## src/rtl/nvdla_softmax_sched.sv

```systemverilog
// Round-robin job scheduler sharing one softmax engine among NUM_REQ heads.
// Validates row length, launches, supervises done/error/timeout, responds.
module nvdla_softmax_sched #(
  parameter int NUM_REQ = 4,
  parameter int LEN_W   = 32,
  parameter int MAX_LEN = 256,
  parameter int TIMEOUT = 60000,
  parameter int ID_W    = $clog2(NUM_REQ)
) (
  input  logic                     clk,
  input  logic                     rst_n,
  input  logic [NUM_REQ-1:0]       req,
  input  logic [NUM_REQ*LEN_W-1:0] req_len,
  output logic [NUM_REQ-1:0]       gnt,
  output logic                     rsp_valid,
  output logic [ID_W-1:0]          rsp_id,
  output logic [1:0]               rsp_code,
  output logic                     sm_enable,
  output logic [31:0]              sm_vector_length,
  input  logic                     sm_done,
  input  logic                     sm_error,
  input  logic                     fault_clear,
  output logic                     fault,
  output logic                     busy,
  output logic [15:0]              jobs_ok
);

  localparam int CNT_W = $clog2(TIMEOUT + 1);

  typedef enum logic [1:0] {
    IDLE,
    LAUNCH,
    BUSY,
    RESPOND
  } state_t;

  state_t state, state_n;

  logic [ID_W-1:0]  rr_ptr;
  logic [ID_W-1:0]  id_q;
  logic [ID_W-1:0]  win_id;
  logic [ID_W-1:0]  hi_id;
  logic [ID_W-1:0]  lo_id;
  logic             hi_found;
  logic             lo_found;
  logic [LEN_W-1:0] win_len;
  logic [CNT_W-1:0] cnt;
  logic [1:0]       code_n;
  logic             take;
  logic             len_bad;
  logic             rsp_load;
  logic             fault_set;

  // Lowest set bit at or above rr_ptr, else lowest set bit overall.
  always_comb begin
    hi_id    = '0;
    lo_id    = '0;
    hi_found = 1'b0;
    lo_found = 1'b0;
    win_len  = '0;
    for (int i = NUM_REQ - 1; i >= 0; i--) begin
      if (req[i]) begin
        lo_id    = ID_W'(i);
        lo_found = 1'b1;
        if (ID_W'(i) >= rr_ptr) begin
          hi_id    = ID_W'(i);
          hi_found = 1'b1;
        end
      end
    end
    win_id = hi_found ? hi_id : lo_id;
    for (int i = 0; i < NUM_REQ; i++) begin
      if (ID_W'(i) == win_id) begin
        win_len = req_len[i*LEN_W +: LEN_W];
      end
    end
    len_bad = (win_len == '0) ||
              (win_len > LEN_W'(MAX_LEN));
  end

  always_comb begin
    state_n   = state;
    code_n    = 2'b00;
    take      = 1'b0;
    rsp_load  = 1'b0;
    fault_set = 1'b0;
    unique case (state)
      IDLE: begin
        if (!fault && lo_found) begin
          take = 1'b1;
          if (len_bad) begin
            state_n  = RESPOND;
            code_n   = 2'b01;
            rsp_load = 1'b1;
          end else begin
            state_n = LAUNCH;
          end
        end
      end
      LAUNCH: state_n = BUSY;
      BUSY: begin
        if (sm_error) begin
          state_n   = RESPOND;
          code_n    = 2'b10;
          rsp_load  = 1'b1;
          fault_set = 1'b1;
        end else if (sm_done) begin
          state_n  = RESPOND;
          code_n   = 2'b00;
          rsp_load = 1'b1;
        end else if (cnt == CNT_W'(TIMEOUT - 1)) begin
          state_n   = RESPOND;
          code_n    = 2'b11;
          rsp_load  = 1'b1;
          fault_set = 1'b1;
        end
      end
      RESPOND: state_n = IDLE;
      default: state_n = IDLE;
    endcase
  end

  always_ff @(posedge clk or negedge rst_n) begin
    if (!rst_n) state <= IDLE;
    else        state <= state_n;
  end

  always_ff @(posedge clk or negedge rst_n) begin
    if (!rst_n) begin
      rr_ptr           <= '0;
      id_q             <= '0;
      cnt              <= '0;
      rsp_id           <= '0;
      rsp_code         <= 2'b00;
      sm_vector_length <= '0;
      fault            <= 1'b0;
      jobs_ok          <= '0;
    end else begin
      if (take) id_q <= win_id;
      if (take && !len_bad) begin
        sm_vector_length <= 32'(win_len);
      end
      if (state == LAUNCH) begin
        cnt <= '0;
      end else if (state == BUSY) begin
        cnt <= cnt + CNT_W'(1);
      end
      if (rsp_load) begin
        rsp_id   <= take ? win_id : id_q;
        rsp_code <= code_n;
      end
      if (fault_set) begin
        fault <= 1'b1;
      end else if (state == IDLE && fault_clear) begin
        fault <= 1'b0;
      end
      if (state == RESPOND) begin
        rr_ptr <= (id_q == ID_W'(NUM_REQ - 1)) ?
                  '0 : id_q + ID_W'(1);
        if (rsp_code == 2'b00) begin
          jobs_ok <= jobs_ok + 16'd1;
        end
      end
    end
  end

  always_comb begin
    gnt = '0;
    if (state != IDLE) gnt[id_q] = 1'b1;
  end

  assign sm_enable = (state == LAUNCH);
  assign rsp_valid = (state == RESPOND);
  assign busy      = (state != IDLE);

endmodule

```

## config.mk

```make
export PLATFORM = sky130hd
export DESIGN_NAME = nvdla_softmax_sched
export DESIGN_NICKNAME = d
export VERILOG_FILES = /design/src/rtl/nvdla_softmax_sched.sv
export SDC_FILE = /design/constraint.sdc
export NUM_CORES = 1
export LEC_CHECK = 0
export BUFFER_PORTS_ARGS = -buffer_cell sky130_fd_sc_hd__buf_4
export CAP_MARGIN = 30
export CORE_MARGIN = 2
export CORE_UTILIZATION = 25
export CTS_CLUSTER_DIAMETER = 200
export CTS_CLUSTER_SIZE = 14
export DETAILED_ROUTE_END_ITERATION = 8
export HOLD_SLACK_MARGIN = 0.02
export PLACE_DENSITY_LB_ADDON = 0.05
export SLEW_MARGIN = 30
export SYNTH_ARGS = -nofsm -noshare
export SYNTH_HDL_FRONTEND = slang
export SYNTH_SLANG_ARGS = --single-unit
```

## constraint.sdc

```tcl
create_clock -name clk -period 9.4 [get_ports clk]
set_input_delay 0.94 -clock clk [delete_from_list [all_inputs] [get_ports clk]]
set_output_delay 0.94 -clock clk [all_outputs]
set_load 0.005 [all_outputs]
```

==> metrics.md, run 1 <==
| Metric | Value |
|---|---|
| FP Rows | `47` |
| Antenna fix cells | `0` |
| Worst min path class | `flop to flop` |
| Routed wire length per instance | `16.8 microns` |
| Syn_area_per_cell | `9.49 sq um` |
| Sink Count | `75` |
| Vias in the first global route | `4242` |
| Final WL | `14500 microns` |
| Status | `complete, no violations` |
| Detail Route Antenna Nets | `0` |
| IO buf count | `196` |
| CP Data Arrival Time | `4.70 ns` |
| Final Max Slew Viols | `0` |
| Crit Path Class | `input pin to flop` |
| Achievable frequency | `223 MHz` |
| Slowest Stage Delay on Critical Path | `0.65 ns` |
| Seq cells post-synth | `75` |
| Initial antenna violation count | `0` |
| Total GRT Usage | `16.1%` |
| Setup WS post-layout | `4.91 ns` |
| Setup TNS | `0 ns` |
| Worst-path cell chain | `buf_4 -> nand2_1 -> o211ai_1 -> and3_1 -> mux2_2 -> a221oi_1 -> nand3_1 -> or4b_1 -> a221oi_2 -> and2b_2 -> mux2_2` |
| Worst path top cell family by delay | `simple AND/OR/NAND/NOR gates` |
| Final period util | `47.8%` |
| Largest net degree at the start of global routing | `44` |
| Initial Util | `25.6%` |
| Buf+Inv Stages, Crit Path | `1` |
| Dpl ws | `4.34 ns` |
| Top FF cell, synth | `dfrtp_1` |
| Pleak | `3.00 nW` |
| Post-route DRC | `0` |
| Longest Clk Path Bufs | `2` |
| Area of the core | `16500 sq um` |
| RSZ-0062 raised after global routing | `false` |
| Filler instances | `1724` |
| # IOs | `197` |
| Post-DP HPWL | `11600 microns` |
| Switching power | `448 uW` |
| Seq/Total Area, Yosys | `44.4%` |
| CTS H-Tree Depth | `3` |
| Worst Max-Slew Pin Slew | `0.802 ns` |
| Max-Cap Viols | `0` |
| Syn Nets | `592` |
| Most frequent CP cell | `mux2_2` |
| Yosys warning total | `0` |
| EDFF count, synth | `0` |
| CP Launch Type | `input pin` |
| Crit path required time | `9.61 ns` |
| Final clock skew | `0.00770 ns` |
| Final hold violation count | `0` |
| Synth cell types | `60` |
| DR pass1 iterations | `4` |
| VDD IR-drop max | `0.0928 mV` |
| Synthesis-to-layout area growth | `47.1%` |
| Post-Syn Area | `4220 sq um` |
| Setup bufs post-CTS | `0` |
| CP Max Fanout | `32` |
| Overall die height | `134 microns` |
| CTS root buffer | `clkbuf_16` |
| Cts hold-fix bufs | `0` |
| Vias post-DR | `4161` |
| Clk slew on worst S/H paths | `0.05 ns` |
| GP Congestion | `0.872` |
| Via density per instance | `4.84` |
| Flop pwr share | `33.2%` |
| Most frequent cells in the layout | `198 x buf_4, 75 x dfrtp_1, 41 x nor2_1` |
| Hold_ws | `0.471 ns` |
| CP endpoint kind | `flop` |
| Relative slew slack | `46.4%` |
| Post_cts resized | `0` |
| Synthesized instance count | `445` |
| Switching share of total power | `35.6%` |
| Die X | `134 microns` |
| TritonCTS buffer count | `9` |
| Die ar. | `17900 sq um` |
| Latest clock arrival within the worst-skew pair | `0.33 ns` |
| CTS tree | `done` |
| Slowest-stage cell, CP | `and2b_2` |
| Clock power frac | `27.7%` |
| Final setup violation count | `0` |
| Nets@finish | `783` |
| First-pass GRT wire length | `22500 microns` |
| Pint | `811 uW` |
| Comb pwr share | `39.1%` |
| First-iteration detailed-routing DRC count | `122` |
| Pwr dens | `203 nW/um^2` |
| Share of cells above drive strength 1 | `35.8%` |
| Ys async rst share | `100%` |
| Commonest non-fill, non-tap cell in the layout | `buf_4` |
| Min cycle time layout | `4.49 ns` |
| Global route overflow | `0` |
[routing by layer]
layer / GRT usage [%] / up-vias / share of wire (%)
met4: 6.38 / 0 / 2.6
met2: 27.4 / 167 / 48
met3: 4.57 / 23 / 8.1
met5: 0 / - / 0
met1: 19.2 / 1976 / 41
li1: - / 1995 / -
[power by group through the flow]
stage / Combinational [mW] / Sequential, mW / Clock, mW
2_1_floorplan: 0.308 / 0.407 / 0
3_3_place_gp: 0.491 / 0.424 / 0
3_5_place_dp: 0.496 / 0.425 / 0
4_1_cts: 0.500 / 0.419 / 0.359
5_1_grt: 0.555 / 0.425 / 0.377
6_report: 0.492 / 0.418 / 0.348
[metrics by stage]
step           util (%)  std cells  power, mW  cell area (sq um)
2_1_floorplan         -        445      0.715               4220
3_3_place_gp       35.6        844      0.915               5880
3_5_place_dp       35.7        845      0.921               5900
4_1_cts            37.6        860       1.28               6210
5_1_grt            37.6        860       1.36               6210
6_report           37.6        860       1.26               6210
[registers in the layout (all words and copies together) (netlist names)]
register and flops:
sm_vector_length 32, cnt 16, jobs_ok 16, id_q 2
rr_ptr 2, rsp_code 2, rsp_id 2, state 2
fault 1
[logic make-up after synthesis]
family	after synthesis	synth area share [%]
compound gates	102	16.7
xor+xnor	25	5.19
fa+ha+maj	10	2.96
buf+inv	37	4.00
flops	75	44.4
mux	18	4.59
simple gates	178	22.1
[area by class of cell]
cell class	count	area, sq um	share of cell area (%)
sequential	75	1880	30.2
clock inverter	4	50.0	0.806
clock buffer	11	253	4.07
inverter	18	67.6	1.09
tap	220	275	4.43
timing repair buffer	199	1510	24.3
multi-input combinational	333	2180	35.1
[Yosys cell counts (2+ instances only)]
cell type | number | area, sq um
o311ai_0 | 6 | 52.6
mux2_2 | 8 | 90.1
a22o_1 | 3 | 26.3
a21boi_0 | 2 | 15.0
buf_2 | 6 | 30.0
mux2i_1 | 7 | 70.1
or3_1 | 2 | 12.5
nor2b_1 | 29 | 181
a2bb2oi_1 | 3 | 26.3
a221oi_2 | 3 | 45.0
and3_1 | 7 | 43.8
xnor2_1 | 18 | 158
o31ai_1 | 2 | 15.0
o21ai_0 | 19 | 95.1
ha_1 | 10 | 125
xor2_1 | 7 | 61.3
dfrtp_1 | 75 | 1880
and2_1 | 2 | 12.5
nand3_1 | 23 | 115
nand2_1 | 26 | 97.6
or2_1 | 2 | 12.5
nand4_1 | 9 | 56.3
o211ai_1 | 5 | 37.5
o22ai_1 | 6 | 37.5
a21oi_1 | 25 | 125
clkbuf_1 | 8 | 30.0
nor2_1 | 41 | 154
a221o_1 | 3 | 30.0
inv_1 | 18 | 67.6
or4_1 | 8 | 60.1
buf_4 | 4 | 30.0
mux2_1 | 3 | 33.8
a31oi_1 | 3 | 18.8
o2bb2ai_1 | 2 | 17.5
nor3_1 | 11 | 55.1
nor4_1 | 8 | 50.1
a21o_1 | 7 | 52.6
nand2b_1 | 2 | 12.5
[worst reg2reg max path: cells and delay by family (launching register included)]
kind	cells	cell delay (ns)
AND/OR/NAND/NOR	4	1.94
AO/OA/AOI/OAI	3	0.96
multiplexers	2	0.84
flip-flops	1	0.50
[final timing paths]
path | cells past startpoint | slack, ns | from | end
worst max-delay path | 11 | 4.91 | req[3] | sm_vector_length[0]
worst min-delay path | 1 | 0.47 | jobs_ok[15] | jobs_ok[15]
worst max register to register | 9 | 5.05 | rr_ptr[1] | sm_vector_length[0]
worst min register to register | 1 | 0.47 | jobs_ok[15] | jobs_ok[15]
max in group asynchronous | 2 | 8.21 | rst_n | cnt[12]
min in group asynchronous | 1 | 0.59 | rst_n | sm_vector_length[23]
(Power assumes the default switching activity.)
==> run 2, diff against run 1 <==
- ABC_AREA: unset -> 1
- clock period: 9.4 -> 4.4 ns (I/O delays scaled with it)
==> run 2 against run 1 <==
Against the previous run:
- sequential share of layout area is 1.8 points lower
- die area up 7.9%
- count of clock-buffer cells in the layout fell by 1
- non-clock buffer count up 3
- sequential power increased by 110%
- clock power grew 140%
==> metrics.md, run 2 <==
| Metric | Value |
|---|---|
| Status | `complete, no violations` |
| Die ar. | `19400 sq um (+7.9%)` |
| Slowest Stage Delay on Critical Path | `0.41 ns (-0.24 ns)` |
| Yosys warning total | `0 (unchanged)` |
| Area share of the largest cell type after synthesis | `41.1% (-3.3 points)` |
| Comb pwr share | `44.8% (+5.7 points)` |
| Post_cts resized | `0 (unchanged)` |
| Overall die height | `139 microns (+3.9%)` |
| FP Rows | `49 (+4.3%)` |
| CP Max Fanout | `23 (-28%)` |
| Switching share of total power | `40.3% (+4.7 points)` |
| Most numerous cell in the Yosys netlist | `nand2_1` |
| Synthesis-to-layout area growth | `44.4%` |
| Clk slew on worst S/H paths | `0.06 ns (about the same)` |
| CP Data Arrival Time | `3.61 ns (-1.09 ns)` |
| EDFF count, synth | `0 (unchanged)` |
| Most frequent CP cell | `nand2_1` |
| DR pass1 iterations | `4 (unchanged)` |
| Pint | `1.81 mW (+120%)` |
| Seq cells post-synth | `75 (unchanged)` |
| Design Area, Final | `6600 sq um (+6.2%)` |
| Filler instances | `1927 (+12%)` |
| Multi-input gate area | `2270 sq um (+3.9%)` |
| Area post-placement | `6260 sq um (+6.0%)` |
| Worst-path cell chain | `nand2_1 -> nand2_2 -> nand2_2 -> nand2_4 -> nand2_2 -> nand2_1 -> inv_1 -> nand2_1 -> nand3_1 -> nor2_1 -> nand2_1 -> nor2_1 -> nand2_1 -> nor2_1 -> nand2_1 -> nor2_4 -> nand2_4 -> clkinv_2 -> nor2_1` |
| Synth cell types | `36 (-40%)` |
| Antenna fix cells | `0 (unchanged)` |
| Most frequent cells in the layout | `201 x buf_4, 136 x nand2_1, 93 x nand3_1` |
| Post-route DRC | `0 (unchanged)` |
| Setup bufs post-CTS | `0 (unchanged)` |
| CTS tree | `done` |
| Die X | `139 microns (+3.9%)` |
| Initial antenna violation count | `0 (unchanged)` |
| Worst min path class | `input pin to async pin` |
| Top FF cell, synth | `dfrtp_1` |
| Final Max Slew Viols | `0 (unchanged)` |
| TritonCTS buffer count | `9 (unchanged)` |
| Vias post-DR | `4817 (+16%)` |
| Post-Syn Area | `4570 sq um (+8.1%)` |
| CTS root buffer | `clkbuf_16` |
| Commonest non-fill, non-tap cell in the layout | `buf_4` |
| Share of cells above drive strength 1 | `30.6% (-5.2 points)` |
| Slowest-stage cell, CP | `dfrtp_1` |
| Switching power | `1.23 mW (+170%)` |
| Max FFs per register | `32 (unchanged)` |
| Seq/Total Area, Yosys | `41.1% (-3.3 points)` |
| RSZ-0062 raised after global routing | `false` |
| CP Launch Type | `flop` |
| Register area | `1880 sq um (unchanged)` |
| Synthesized instance count | `629 (+41%)` |
| Sink Count | `75 (unchanged)` |
| Final Util | `36.7% (-0.87 points)` |
| Crit Path Class | `flop to flop` |
| Longest Clk Path Bufs | `2 (unchanged)` |
| Synth cell count leaders | `136 x nand2_1, 93 x nand3_1, 80 x inv_1, 80 x nor2_1, 75 x dfrtp_1` |
| Top flop regs | `sm_vector_length (32), cnt (16), jobs_ok (16)` |
| CP endpoint kind | `flop` |
| Cts hold-fix bufs | `0 (unchanged)` |
| Final hold violation count | `0 (unchanged)` |
| Relative slew slack | `54.2% (+7.8 points)` |
| # IOs | `197 (unchanged)` |
| Syn_area_per_cell | `7.26 sq um (-23%)` |
| Final clock skew | `0.00559 ns (-0.00211 ns)` |
| Routed wire length per instance | `14.2 microns (-16%)` |
| Area of the core | `18000 sq um (+8.7%)` |
| Setup TNS | `0 ns (unchanged)` |
| Min cycle time layout | `3.41 ns` |
| Final setup violation count | `0 (unchanged)` |
| Vias in the first global route | `4776 (+13%)` |
| Final period util | `77.6%` |
| Post-DP HPWL | `11800 microns (+1.8%)` |
| Latest clock arrival within the worst-skew pair | `0.33 ns (about the same)` |
| Ys async rst share | `100% (unchanged)` |
| Synth area leaders | `dfrtp_1 41%, nand2_1 11%, nand3_1 10%` |
| Detail Route Antenna Nets | `0 (unchanged)` |
| First-pass GRT wire length | `24300 microns (+8.1%)` |
| Max-Cap Viols | `0 (unchanged)` |
| Pleak | `3.46 nW (+15%)` |
| GP Congestion | `0.816 (-6.5%)` |
| Flop pwr share | `28.2% (-5.0 points)` |
| Worst Max-Slew Pin Slew | `0.687 ns (-0.115 ns)` |
| Largest net degree at the start of global routing | `76 (+73%)` |
| IO buf count | `196 (unchanged)` |
| Top reg by flops | `sm_vector_length` |
| Final WL | `14900 microns (+3.4%)` |
| First-iteration detailed-routing DRC count | `262 (+110%)` |
| Total GRT Usage | `15.4% (-0.67 points)` |
| Clock power frac | `27.0% (-0.7 points)` |
| Initial Util | `25.4% (-0.13 points)` |
| Nets@finish | `968 (+24%)` |
| Pwr dens | `461 nW/um^2 (+130%)` |
| Crit path required time | `4.60 ns (-5.01 ns)` |
| Via density per instance | `4.57 (-5.6%)` |
| Global route overflow | `0 (unchanged)` |
| Yosys top cell by area | `dfrtp_1` |
| Achievable frequency | `293 MHz` |
| VDD IR-drop max | `0.239 mV (+160%)` |
| CTS H-Tree Depth | `3 (unchanged)` |
| Syn Nets | `776 (+31%)` |
run 2: area by class of cell:
cell class / count / area share (%)
well taps: 229 / 4.34
repair buffers: 202 / 23.1
clock buffers: 10 / 3.62
inverters: 82 / 4.69
multi-input cells: 451 / 34.4
flip-flops and latches: 75 / 28.5
clock inverters: 6 / 1.46
run 2: per-stage QoR:
step / instances / hold slack [ns] / worst slack, ns / power (mW)
CTS: 1055 / 0.303 / 0.995 / 3.10
global placement: 1039 / 0.454 / 0.940 / 2.24
floorplan: 629 / 0.144 / 1.93 / 1.74
global route: 1055 / 0.186 / 0.589 / 3.32
finish: 1055 / 0.131 / 0.988 / 3.04
detailed placement: 1039 / 0.465 / 0.836 / 2.26
run 2: power by group through the flow:
stage	Clock, mW	Sequential [mW]	Combinational [mW]
after floorplan	0	0.857	0.886
after global placement	0	0.868	1.37
after detailed placement	0	0.871	1.39
after CTS	0.844	0.860	1.39
after global routing	0.873	0.875	1.57
final	0.821	0.859	1.36
run 2: cell families (layout without fill, tap and decap cells):
group	after synthesis	in the layout	share of synthesized area [%]
compound gates	39	39	4.88
xor+xnor	15	15	2.88
buf+inv	103	300	9.37
mux	1	1	0.247
simple gates	386	386	38.8
flops	75	75	41.1
fa+ha+maj	10	10	2.74
run 2: path summary, 6_finish.rpt:
kind                                   from              endpoint  slack [ns]  depth (start not counted)
worst max register to register    rr_ptr[0]  sm_vector_length[11]        0.99                         19
worst min-delay path                  rst_n   sm_vector_length[7]        0.13                          1
worst max-delay path              rr_ptr[0]  sm_vector_length[11]        0.99                         19
max in group asynchronous             rst_n               id_q[0]        3.79                          1
min in group clk                fault_clear                 fault        0.36                          4
worst min register to register  jobs_ok[15]           jobs_ok[15]        0.47                          1
run 2: layer usage:
metal / GRT usage (%) / share of wire (%) / wire length (microns)
met3: 3.42 / 4.8 / 723
met1: 20.3 / 45 / 6760
met4: 3.24 / 0.93 / 139
met2: 26.2 / 49 / 7330
met5: 0 / 0 / 0
run 2: worst max-delay path: cells and delay by family, from the launching register on:
kind / cells / cell delay (ns)
buffers and inverters: 2 / 0.57
DFF: 1 / 0.41
and+or+nand+nor: 17 / 2.28
